--- config.mk ---
export PLATFORM = sky130hd
export DESIGN_NAME = router_reg_p
export DESIGN_NICKNAME = d
export VERILOG_FILES = /design/src/rtl/router_pkg.sv /design/src/rtl/router_chk_acc.sv /design/src/rtl/router_reg_p.sv
export SDC_FILE = /design/constraint.sdc
export NUM_CORES = 1
export LEC_CHECK = 0
export BUFFER_PORTS_ARGS = -buffer_cell sky130_fd_sc_hd__buf_2
export CAP_MARGIN = 15
export CORE_MARGIN = 2
export CORE_UTILIZATION = 55
export DETAILED_ROUTE_END_ITERATION = 10
export GPL_TIMING_DRIVEN = 0
export PLACE_DENSITY_LB_ADDON = 0.25
export REMOVE_ABC_BUFFERS = 1
export SYNTH_ARGS = -nofsm -noshare
export SYNTH_HDL_FRONTEND = slang
export SYNTH_SLANG_ARGS = --single-unit
export TNS_END_PERCENT = 1
--- constraint.sdc ---
create_clock -name clock -period 2 [get_ports clock]
set_clock_uncertainty 0.15 [all_clocks]
set_input_delay 0 -clock clock [delete_from_list [all_inputs] [get_ports clock]]
set_output_delay 0 -clock clock [all_outputs]
set_load 0.02 [all_outputs]
--- src/rtl/router_pkg.sv ---
// Shared types and header-field helpers for the parametrised router register block.
package router_pkg;

  typedef enum logic {
    CHK_XOR = 1'b0,
    CHK_SUM = 1'b1
  } chk_mode_e;

  // Header helpers work on a zero-extended copy of the word, so any DATA_W up to HDR_MAX_W fits.
  localparam int HDR_MAX_W  = 32;
  localparam int HDR_ADDR_W = 2;
  localparam int HDR_LEN_W  = 6;

  // Truncated to ADDR_W at the use site, so every width sees an all-ones address.
  localparam logic [HDR_MAX_W-1:0] ADDR_INVALID = '1;

  function automatic logic [HDR_MAX_W-1:0] field_mask(input int w);
    return (HDR_MAX_W'(1) << w) - HDR_MAX_W'(1);
  endfunction

  function automatic logic [HDR_MAX_W-1:0] hdr_addr_f(input logic [HDR_MAX_W-1:0] hdr,
                                                      input int addr_w);
    return hdr & field_mask(addr_w);
  endfunction

  function automatic logic [HDR_MAX_W-1:0] hdr_len_f(input logic [HDR_MAX_W-1:0] hdr,
                                                     input int addr_w, input int len_w);
    return (hdr >> addr_w) & field_mask(len_w);
  endfunction

endpackage

--- src/rtl/router_chk_acc.sv ---
// Packet check accumulator (XOR parity or wrap-around sum) plus saturating payload counter.
module router_chk_acc
  import router_pkg::*;
#(
  parameter int        DATA_W   = 8,
  parameter int        LEN_W    = 6,
  parameter chk_mode_e CHK_MODE = CHK_XOR
) (
  input  logic              clock,
  input  logic              reset,
  input  logic              clear,
  input  logic              add_en,
  input  logic [DATA_W-1:0] add_data,
  input  logic              cnt_en,
  output logic [DATA_W-1:0] acc,
  output logic [LEN_W:0]    count
);

  always_ff @(posedge clock or posedge reset) begin
    if (reset) begin
      acc   <= '0;
      count <= '0;
    end else if (clear) begin
      acc   <= '0;
      count <= '0;
    end else begin
      if (add_en) begin
        if (CHK_MODE == CHK_SUM) acc <= acc + add_data;
        else                     acc <= acc ^ add_data;
      end
      // Saturate so an overlong packet cannot wrap back onto a matching length.
      if (cnt_en && (count != '1)) count <= count + (LEN_W+1)'(1);
    end
  end

endmodule

--- src/rtl/router_reg_p.sv ---
// Router register block: header latch, payload/hold datapath to the FIFO, and end-of-packet checks.
// pkt_valid marks header/payload words (low on the check word); fifo_full is backpressure: a word
// presented in ld_state while full is parked in hold_reg and replayed from laf_state.
module router_reg_p
  import router_pkg::*;
#(
  parameter int DATA_W    = 8,
  parameter int ADDR_W    = HDR_ADDR_W,
  parameter int LEN_W     = HDR_LEN_W,
  parameter int CHK_MODE  = 0,
  parameter int LEN_CHECK = 1
) (
  input  logic              clock,
  input  logic              reset,
  input  logic [DATA_W-1:0] data_in,
  input  logic              pkt_valid,
  input  logic              fifo_full,
  input  logic              rst_int_reg,
  input  logic              detect_add,
  input  logic              lfd_state,
  input  logic              ld_state,
  input  logic              laf_state,
  input  logic              full_state,
  output logic [DATA_W-1:0] dout,
  output logic [ADDR_W-1:0] hdr_addr,
  output logic              parity_done,
  output logic              low_pkt_valid,
  output logic              err,
  output logic              len_err
);

  if (ADDR_W + LEN_W > DATA_W) begin : g_bad_hdr
    $error("router_reg_p: ADDR_W + LEN_W exceeds DATA_W");
  end
  if (DATA_W > HDR_MAX_W || CHK_MODE < 0 || CHK_MODE > 1) begin : g_bad_cfg
    $error("router_reg_p: unsupported DATA_W or CHK_MODE");
  end

  logic [DATA_W-1:0] hdr_reg, hold_reg, pkt_chk, acc;
  logic [LEN_W:0]    count;
  logic [ADDR_W-1:0] in_addr;
  logic [LEN_W-1:0]  hdr_len;
  logic              hdr_ok, chk_ld, chk_laf, done_q, pl_take;

  assign in_addr = ADDR_W'(hdr_addr_f(HDR_MAX_W'(data_in), ADDR_W));
  assign hdr_len = LEN_W'(hdr_len_f(HDR_MAX_W'(hdr_reg), ADDR_W, LEN_W));
  assign hdr_ok  = detect_add && pkt_valid && (in_addr != ADDR_W'(ADDR_INVALID));
  assign chk_ld  = ld_state && !pkt_valid && !fifo_full;
  assign chk_laf = laf_state && low_pkt_valid && !parity_done;
  // full_state gates counting so the word already parked in hold_reg is never seen twice.
  assign pl_take = ld_state && pkt_valid && !full_state;

  router_chk_acc #(
    .DATA_W  (DATA_W),
    .LEN_W   (LEN_W),
    .CHK_MODE(chk_mode_e'(CHK_MODE))
  ) u_chk_acc (
    .clock   (clock),
    .reset   (reset),
    .clear   (detect_add),
    .add_en  (lfd_state || pl_take),
    .add_data(lfd_state ? hdr_reg : data_in),
    .cnt_en  (pl_take && !lfd_state),
    .acc     (acc),
    .count   (count)
  );

  always_ff @(posedge clock or posedge reset) begin
    if (reset) begin
      hdr_reg  <= '0;
      hdr_addr <= '0;
      hold_reg <= '0;
      dout     <= '0;
    end else begin
      if (hdr_ok) begin
        hdr_reg  <= data_in;
        hdr_addr <= in_addr;
      end
      if (ld_state && fifo_full) hold_reg <= data_in;
      if (lfd_state)                      dout <= hdr_reg;
      else if (ld_state && !fifo_full)    dout <= data_in;
      else if (laf_state)                 dout <= hold_reg;
    end
  end

  always_ff @(posedge clock or posedge reset) begin
    if (reset)                   low_pkt_valid <= 1'b0;
    else if (rst_int_reg)        low_pkt_valid <= 1'b0;
    else if (ld_state && !pkt_valid) low_pkt_valid <= 1'b1;
  end

  // done_q delays parity_done by one edge so the compare sees the settled acc and pkt_chk.
  always_ff @(posedge clock or posedge reset) begin
    if (reset) begin
      pkt_chk     <= '0;
      parity_done <= 1'b0;
      done_q      <= 1'b0;
      err         <= 1'b0;
      len_err     <= 1'b0;
    end else if (detect_add) begin
      parity_done <= 1'b0;
      done_q      <= 1'b0;
      err         <= 1'b0;
      len_err     <= 1'b0;
    end else begin
      done_q <= parity_done;
      if (!parity_done && (chk_ld || chk_laf)) begin
        pkt_chk     <= chk_ld ? data_in : hold_reg;
        parity_done <= 1'b1;
      end
      if (parity_done && !done_q) begin
        err     <= (acc != pkt_chk);
        len_err <= (LEN_CHECK != 0) && (count != {1'b0, hdr_len});
      end
    end
  end

endmodule
Word-level counts from Yosys, hierarchy flattened
Cells that the tools add are included.
{ "totals": {"regBits": 54, "latch_bits": 0, "mem_bits_rw": 0, "mem_bits_ro": 0, "elab_cells": 66, "memories": 0} }
{ "op_classes": {"n_addsub": 1, "mul": 0, "div_mod_pow": 0, "magnitude_cmp": 0, "n_eq_ne": 4, "n_shift": 0, "muxes": 18, "n_bitwise": 2, "n_reduce_logical": 29} }
{ "op_table": {"columns": ["operator", "count"], "rows": [
  ["$mux W8", 7],
  ["$logic_and A1 B1 Y1", 14],
  ["$mux W7", 2],
  ["$reduce_bool A2 Y1", 5],
  ["$mux W1", 9],
  ["$ne A8 B8 Y1", 1],
  ["$xor A8 B8 Y8", 1],
  ["$add A7 B1 Y7 const B", 1],
  ["$ne A7 B6 Y1", 1],
  ["$ne A7 B7 Y1 const B", 1],
  ["$logic_not A1 Y1", 6],
  ["$reduce_bool A3 Y1", 1],
  ["$logic_or A1 B1 Y1", 2],
  ["$ne A2 B2 Y1 const B", 1],
  ["$reduce_and A2 Y1", 1],
  ["$not A1 Y1", 1]
]} }

Longest topological paths before layout
Gate-level depths: netlist of the first run.
{ "depth": {"word_depth": 7, "mapped_depth": 6, "ltp_nobuf": 5} }

By module
From an unflattened synthesis of the first run, not the netlist that was laid out.
{ "unflattened": {"hier_cells": 254, "area_unflattened_um2": 2687.6} }
{ "by_module_without_submodules": {"columns": ["mod", "instances", "cells_each", "area_per_inst_um2", "seq_area_each_um2"], "rows": [
  ["router_reg_p", 1, 177, 1921.8, 925.9],
  ["router_chk_acc", 1, 77, 765.7, 375.4]
]} }

Least setup slack after synthesis of the first run
OpenSTA, ideal clock, no wires.
{ "synth_timing": {"path_type": "reg2reg", "startpoint": "register u_chk_acc.count[0]", "endpoint": "register u_chk_acc.count[1]", "setup_time_ps": 131, "arrival_time_ps": 1289, "slack_ps": 430, "path_stages_with_launch": 6, "period_less_slack_ps": 1570, "cell_sequence": "dfrtp_1 > ha_1 > nand2_1 > o31ai_2 > mux2i_1 > nor2_1"} }
{ "synth_between": {"elab_chain_len": 3} }
{ "synth_rtl": {"columns": ["element", "line_no", "text"], "rows": [
  ["start: declaration", "router_chk_acc.sv:16", "output logic [LEN_W:0] count"],
  ["start signal: assignment", "router_chk_acc.sv:32", "if (cnt_en && (count != '1)) count <= count + (LEN_W+1)'(1);"],
  ["$add A7 B1 Y7 or $ne A7 B7 Y1 (tied branches)", "router_chk_acc.sv:32", null],
  ["$mux W7 or $logic_and A1 B1 Y1 (tied branches)", "router_chk_acc.sv:32", null],
  ["$mux W7 or $reduce_bool A2 Y1 (tied branches)", null, null]
]} }
Several ways; a longest one is shown, not always the timed one. The select of a mux whose other input is x is not followed.
A chain may end at the register's enable or synchronous reset.

Worst setup path after layout of the first run
{ "layout_timing": {"startpoint": "input pkt_valid", "endpoint": "register u_chk_acc.count[2]"} }
{ "layout_between": {"elab_chain_len": 5} }
{ "layout_rtl": {"columns": ["element", "line_no", "text"], "rows": [
  ["start: declaration", "router_reg_p.sv:16", "input logic pkt_valid,"],
  ["$logic_and A1 B1 Y1 (2 in a row)", "router_reg_p.sv:51", "assign pl_take = ld_state && pkt_valid && !full_state;"],
  ["$logic_and A1 B1 Y1", "router_reg_p.sv:63", ".cnt_en (pl_take && !lfd_state),"],
  ["$logic_and A1 B1 Y1", "router_chk_acc.sv:32", null],
  ["$reduce_bool A2 Y1 (no source line)", null, null]
]} }
Every way passes these cells.

==> impl_metrics.json, run 1 <==
{
  "status": "finished clean",
  "drt_iter0_markers": 114,
  "cts_sinks": 52,
  "maxSlewHeadroom_pct": 54.6,
  "syn2layout_area_growth_pct": 17.9,
  "synth_area_per_cell_um2": 10.2,
  "cts-buffers-inserted": 5,
  "final_common_cell": "dfrtp_1",
  "critical_path_class": "primary input to flip-flop",
  "htreeDepth": 2,
  "die_x_um": 72.3,
  "die_area_um2": 5230,
  "grt_max_degree": 44,
  "ir_worst_vdd_mv": 0.466,
  "drive_gt1_share_pct": 19.5,
  "drt_wl_total_um": 5670,
  "clk_pin_slew_ps": 90,
  "synthFlopType": "dfrtp_1",
  "tns_ps": 0,
  "maxCapViolations": 0,
  "detail-route-antenna-nets": 0,
  "drv_slew": 0,
  "wl_per_cell_um": 16.2,
  "synth_area_um2": 2570,
  "tritoncts": "yes",
  "fin_crit_sh_pct": 91.7,
  "fmax_mhz": 545,
  "synth-seq-cells": 52,
  "io_buffers": 31,
  "powerDensity_nw_per_um2": 834,
  "layout_common_cells": "dfrtp_1 (52), nor2_1 (40), buf_2 (31)",
  "dp_slack_ps": 213,
  "required_ps": 2090,
  "post_cts_resized": 0,
  "clockPowerShare_pct": 25.4,
  "vias": 1904,
  "drt_first_pass_iters": 4,
  "io-pin-count": 32,
  "p_int_mw": 1.78,
  "drc": 0,
  "grt_use_total_pct": 24.6,
  "viasPerCell": 5.46,
  "end_kind": "flip-flop",
  "cts_root_buffer": "clkbuf_8",
  "ys_async_sr_fraction_pct": 100,
  "nets": 316,
  "yosysWarningCount": 0,
  "start_util_pct": 58.2,
  "dp_hpwl_um": 3640,
  "worstPathMaxFanout": 12,
  "finalSetupViolCount": 0,
  "p_seq_share_pct": 52.6,
  "power.leakage_nw": 1.42,
  "antenna_cells": 0,
  "power_switching_uw": 745,
  "switching_share_pct": 29.5,
  "grt_setup_unrepaired": "false",
  "antenna_found_initial": 0,
  "worst_slew_pin_slew_ps": 681,
  "worstHoldPathType": "primary input to flip-flop",
  "worst_slack_ps": 166,
  "grt_pass1_wl_um": 9670,
  "place_congestion": 0.745,
  "cp-start-kind": "primary input",
  "first_global_vias": 1924,
  "gr-total-overflow": 0,
  "yosysSeqAreaShare_pct": 50.7,
  "coreArea_um2": 4410,
  "ys_types": 37,
  "hold_violations": 0,
  "arrival_ps": 1920,
  "min_period_ps": 1830,
  "die_h_um": 72.3,
  "core.rowCount": 24,
  "clock_path_buffers": 2,
  "synth_edf_count": 0,
  "combPwrFrac_pct": 22.1,
  "utilization_pct": 68.6,
  "netlist_instances": 251,
  "clock_latency_ps": 300,
  "r2r_setup_slack_ps": 270
}
[final timing paths]
kind / start / end / cells after the start
setup / recovery: pkt_valid / u_chk_acc.count[2] / 6
hold / removal: fifo_full / pkt_chk[7] / 4
setup reg to reg: u_chk_acc.count[0] / u_chk_acc.count[1] / 5
hold reg to reg: pkt_chk[6] / pkt_chk[6] / 2
max in group asynchronous: reset / hdr_reg[3] / 5
min in group asynchronous: reset / u_chk_acc.count[2] / 4
[critical path, stage by stage]
cell and delay (ps):
dlygate4sd3_1 520, buf_2 150, and4bb_1 570, o31ai_2 210, or3_1 340, a21oi_1 130
[cell families (layout without fill, tap and decap cells)]
logic type                 Yosys count  in the layout  share of synthesized area (%)
AOI/OAI and AO/OA                   44             44                           11.9
and+or+nand+nor                     83             83                           14.2
muxes                               23             23                           9.65
xor gates and xnor gates            25             25                           8.53
DFF                                 52             52                           50.7
buffers and inverters               23             69                           4.48
adders and majority gates            1              1                          0.487
[power groups by stage]
stage          sequential [mW]  clock [mW]  combinational, mW
2_1_floorplan             1.37           0              0.324
6_report                  1.33       0.640              0.557
4_1_cts                   1.33       0.659              0.556
3_5_place_dp              1.35           0              0.522
3_3_place_gp              1.34           0              0.503
5_1_grt                   1.35       0.688              0.619
[per-stage QoR]
step,hold slack [ps],power (mW),area [µm²],std cells
CTS,9.72,2.54,3030,349
global placement,1.89,1.84,2710,322
finish,14.9,2.52,3030,349
floorplan,-86.9,1.69,2490,239
global route,49.2,2.65,3030,349
detailed placement,-213,1.87,2750,324
[metal layers]
layer / track usage [%] / vias up / wire [µm]
met1: 33.8 / 894 / 2580
met5: 0 / - / 0
li1: - / 946 / -
met2: 38.9 / 54 / 2720
met4: 7.97 / 0 / 89
met3: 5.42 / 10 / 283
[final cells by class]
type | count | area (µm²)
tap | 52 | 65.1
timing repair buffer | 51 | 367
multi-input combinational | 176 | 1160
inverter | 11 | 41.3
fill | 343 | 1390
sequential | 52 | 1300
clock buffer | 7 | 96.3
[synthesized netlist by cell type (2+ instances only)]
cell / instances / area share [%]
o21ai_0: 7 / 1.4
inv_1: 11 / 1.6
and3_1: 2 / 0.49
mux2i_1: 9 / 3.5
o21ai_1: 2 / 0.39
buf_4: 5 / 1.5
xor2_1: 14 / 4.8
mux2_2: 14 / 6.1
dfrtp_1: 52 / 51
buf_2: 2 / 0.39
nor3_1: 3 / 0.58
clkbuf_1: 2 / 0.29
and2_1: 4 / 0.97
nor2_1: 40 / 5.8
nor2b_1: 2 / 0.49
nand3_1: 2 / 0.39
a311o_1: 8 / 3.1
nand4_1: 3 / 0.73
a21boi_1: 8 / 2.3
a21oi_1: 11 / 2.1
nand2_1: 22 / 3.2
buf_1: 2 / 0.29
a31oi_1: 2 / 0.49
xnor2_1: 11 / 3.8
[repair_timing]
item / 4_1_cts / 5_1_grt
setup buffers: 0 / 0
setup endpoints to repair: 0 / 0
hold buffers: 18 / 0
endpoints found under the hold margin: 101 / 0
No activity file was read; power rests on OpenSTA's default activity.
==> run 2: changes to the inputs <==
--- a/config.mk
+++ b/config.mk
@@ -11,9 +11,10 @@
 export CORE_UTILIZATION = 55
 export DETAILED_ROUTE_END_ITERATION = 10
 export GPL_TIMING_DRIVEN = 0
-export PLACE_DENSITY_LB_ADDON = 0.25
+export PLACE_DENSITY_LB_ADDON = 0.2
 export REMOVE_ABC_BUFFERS = 1
 export SYNTH_ARGS = -nofsm -noshare
 export SYNTH_HDL_FRONTEND = slang
+export SYNTH_HIERARCHICAL = 1
 export SYNTH_SLANG_ARGS = --single-unit
 export TNS_END_PERCENT = 1
==> run 2 against run 1 <==
Area after synthesis rose by 4.7%. Wire length rose by 2.0%. First-iteration DRC count fell by 21%. Combinational power rose by 3%. Global-route usage fell by 0.87 points. Maximum frequency rose by 10%. Via count rose by 3.7%. Largest power group unchanged.
==> impl_metrics.json, run 2 <==
{
  "die_h_um": 73.9,
  "grt_use_total_pct": 23.7,
  "syn2layout_area_growth_pct": 14.2,
  "synth_top_area_share_pct": 48.4,
  "clk_pin_slew_ps": 90,
  "clock_latency_ps": 310,
  "fin_crit_sh_pct": 83.4,
  "drc": 0,
  "core.rowCount": 25,
  "antenna_found_initial": 0,
  "drt_first_pass_iters": 4,
  "maxCapViolations": 0,
  "vias": 1975,
  "wl_per_cell_um": 16.2,
  "synth_most_common_cell": "dfrtp_1",
  "synth_area_per_cell_um2": 10.6,
  "synthAdderAreaFrac_pct": 0.466,
  "powerDensity_nw_per_um2": 856,
  "min_period_ps": 1670,
  "start_util_pct": 56.9,
  "yosysTopAreaCell": "dfrtp_1",
  "hold_path_end": "u_chk_acc/count[0]",
  "fill_cells": 381,
  "place_congestion": 0.792,
  "cp-start-kind": "primary input",
  "ir_worst_vdd_mv": 0.580,
  "detail-route-antenna-nets": 0,
  "required_ps": 2040,
  "status": "finished clean",
  "die_x_um": 73.9,
  "synthFlopType": "dfrtp_1",
  "hold_start": "full_state",
  "cts_root_buffer": "clkbuf_8",
  "path_cells": "dlygate4sd3_1 > buf_2 > nand2_1 > a21o_1 > mux2_2",
  "worstHoldPathType": "primary input to flip-flop",
  "worst_slew_pin_slew_ps": 1120,
  "viasPerCell": 5.52,
  "reg2regPathDepth": 4,
  "tns_ps": 0,
  "r2r_setup_slack_ps": 420,
  "synth_edf_count": 0,
  "hold_violations": 0,
  "io-pin-count": 32,
  "arrival_ps": 1710,
  "drt_iter0_markers": 90,
  "synth_common_cells": "dfrtp_1 (52), nand2_1 (29), mux2_2 (22), nor2_1 (21), xnor2_1 (14)",
  "power.leakage_nw": 1.33,
  "yosys.area_share.simple_pct": 16.1,
  "r2r-end": "u_chk_acc/count[2]",
  "muxShareOfSynthArea_pct": 12.2,
  "grt_max_degree": 38,
  "yosysSeqAreaShare_pct": 48.4,
  "synth-compound-area-share_pct": 11.4,
  "die_area_um2": 5460,
  "clock_path_buffers": 2,
  "io_buffers": 31,
  "antenna_cells": 0,
  "worstPathMaxFanout": 22,
  "maxSlewHeadroom_pct": 25.2,
  "ys_types": 38,
  "yosysWarningCount": 6,
  "grt_setup_unrepaired": "false",
  "path_buf_inv": 2,
  "drv_slew": 0,
  "layout_common_cells": "dfrtp_1 (52), buf_2 (31), nand2_1 (29)",
  "cp_slowest_cell": "dlygate4sd3_1",
  "finalSetupViolCount": 0,
  "final_cells": 358,
  "fmax_mhz": 600,
  "r2r_start": "u_chk_acc/count[1]",
  "synth_area_um2": 2690,
  "dp_hpwl_um": 3870,
  "drt_wl_total_um": 5790,
  "whs_ps": 68.8,
  "grt_pass1_wl_um": 9670,
  "post_cts_buffers": 0,
  "synth_top_family_by_area": "simple AND/OR/NAND/NOR gates",
  "yosys.area_share.xor_xnor_pct": 7.17,
  "htreeDepth": 2,
  "nets": 309,
  "tritoncts": "yes",
  "ys_async_sr_fraction_pct": 100,
  "coreArea_um2": 4720,
  "synth-seq-cells": 52,
  "netlist_instances": 254,
  "first_global_vias": 2002,
  "critPathTopFamily": "buffers and inverters",
  "final_common_cell": "dfrtp_1",
  "critical_path_class": "primary input to flip-flop",
  "end_kind": "flip-flop",
  "min_path_cells": 5,
  "cts-buffers-inserted": 5,
  "dp_cells": 337,
  "gr-total-overflow": 0,
  "cts_sinks": 52,
  "drive_gt1_share_pct": 23.7,
  "synthTopCellsByArea": "dfrtp_1 (48%), mux2_2 (9.2%), xnor2_1 (4.6%), nand2_1 (4.1%), a221o_1 (3.0%)",
  "cp_slowest_stage_delay_ps": 520
}
[run 2: layout make-up]
class / count / area (µm²) / area share [%]
Multi-Input combinational cell: 182 / 1270 / 41.4
Clock buffer: 6 / 72.6 / 2.37
Clock inverter: 2 / 35.0 / 1.14
Timing Repair Buffer: 44 / 285 / 9.30
Inverter: 5 / 18.8 / 0.612
Tap cell: 67 / 83.8 / 2.73
Sequential cell: 52 / 1300 / 42.4
[run 2: power by group]
group          switching (mW)  internal [mW]
Clock                   0.339          0.372
Sequential              0.134           1.21
Combinational           0.297          0.278
[run 2: metrics by stage]
| stage | worst slack [ps] | util (%) | power [mW] | instance area (µm²) |
|---|---|---|---|---|
| after floorplan | 617 | - | 1.73 | 2590 |
| after global placement | 204 | 59.9 | 1.90 | 2830 |
| after detailed placement | 134 | 59.9 | 1.92 | 2830 |
| after CTS | 323 | 65.0 | 2.65 | 3070 |
| after global routing | 221 | 65.0 | 2.76 | 3070 |
| final | 332 | 65.0 | 2.63 | 3070 |
[run 2: logic make-up (layout without fill, tap and decap cells)]
logic type / Yosys count / after routing
simple gates: 86 / 86
fa+ha+maj: 1 / 1
flops: 52 / 52
buf+inv: 20 / 57
mux: 30 / 30
xor+xnor: 22 / 22
compound gates: 43 / 43
[run 2: how the worst max path moves through the flow]
stage	start	end	slack (ps)	cells after the start
after global placement	fifo_full	pkt_chk[4]	200	5
final	detect_add	hdr_reg[5]	330	5
after floorplan	u_chk_acc/count[0]	u_chk_acc/count[6]	620	4
after CTS	detect_add	hdr_reg[5]	320	5
after global routing	detect_add	hdr_reg[5]	220	5
after detailed placement	fifo_full	pkt_chk[2]	130	5
[run 2: per-layer routing]
| metal | routed length [µm] | up-vias | share of wire [%] | GRT usage (%) |
|---|---|---|---|---|
| met5 | 0 | - | 0 | 0 |
| met4 | 85 | 0 | 1.5 | 7.27 |
| met3 | 223 | 8 | 3.9 | 4.94 |
| met2 | 2740 | 38 | 47 | 37.8 |
| met1 | 2740 | 960 | 47 | 32.8 |
| li1 | - | 969 | - | - |
[run 2: worst register-to-register path: stages, from the launching register on]
cell and delay [ps]:
dfrtp_1 450, ha_1 240, and4_1 340, nand3_1 130, a211oi_2 190
[run 2: what timing repair did]
item,in CTS,in global routing
setup endpoints to repair,0,0
endpoints found under the hold margin,92,0
gates resized for setup,0,0
hold buffers,13,0
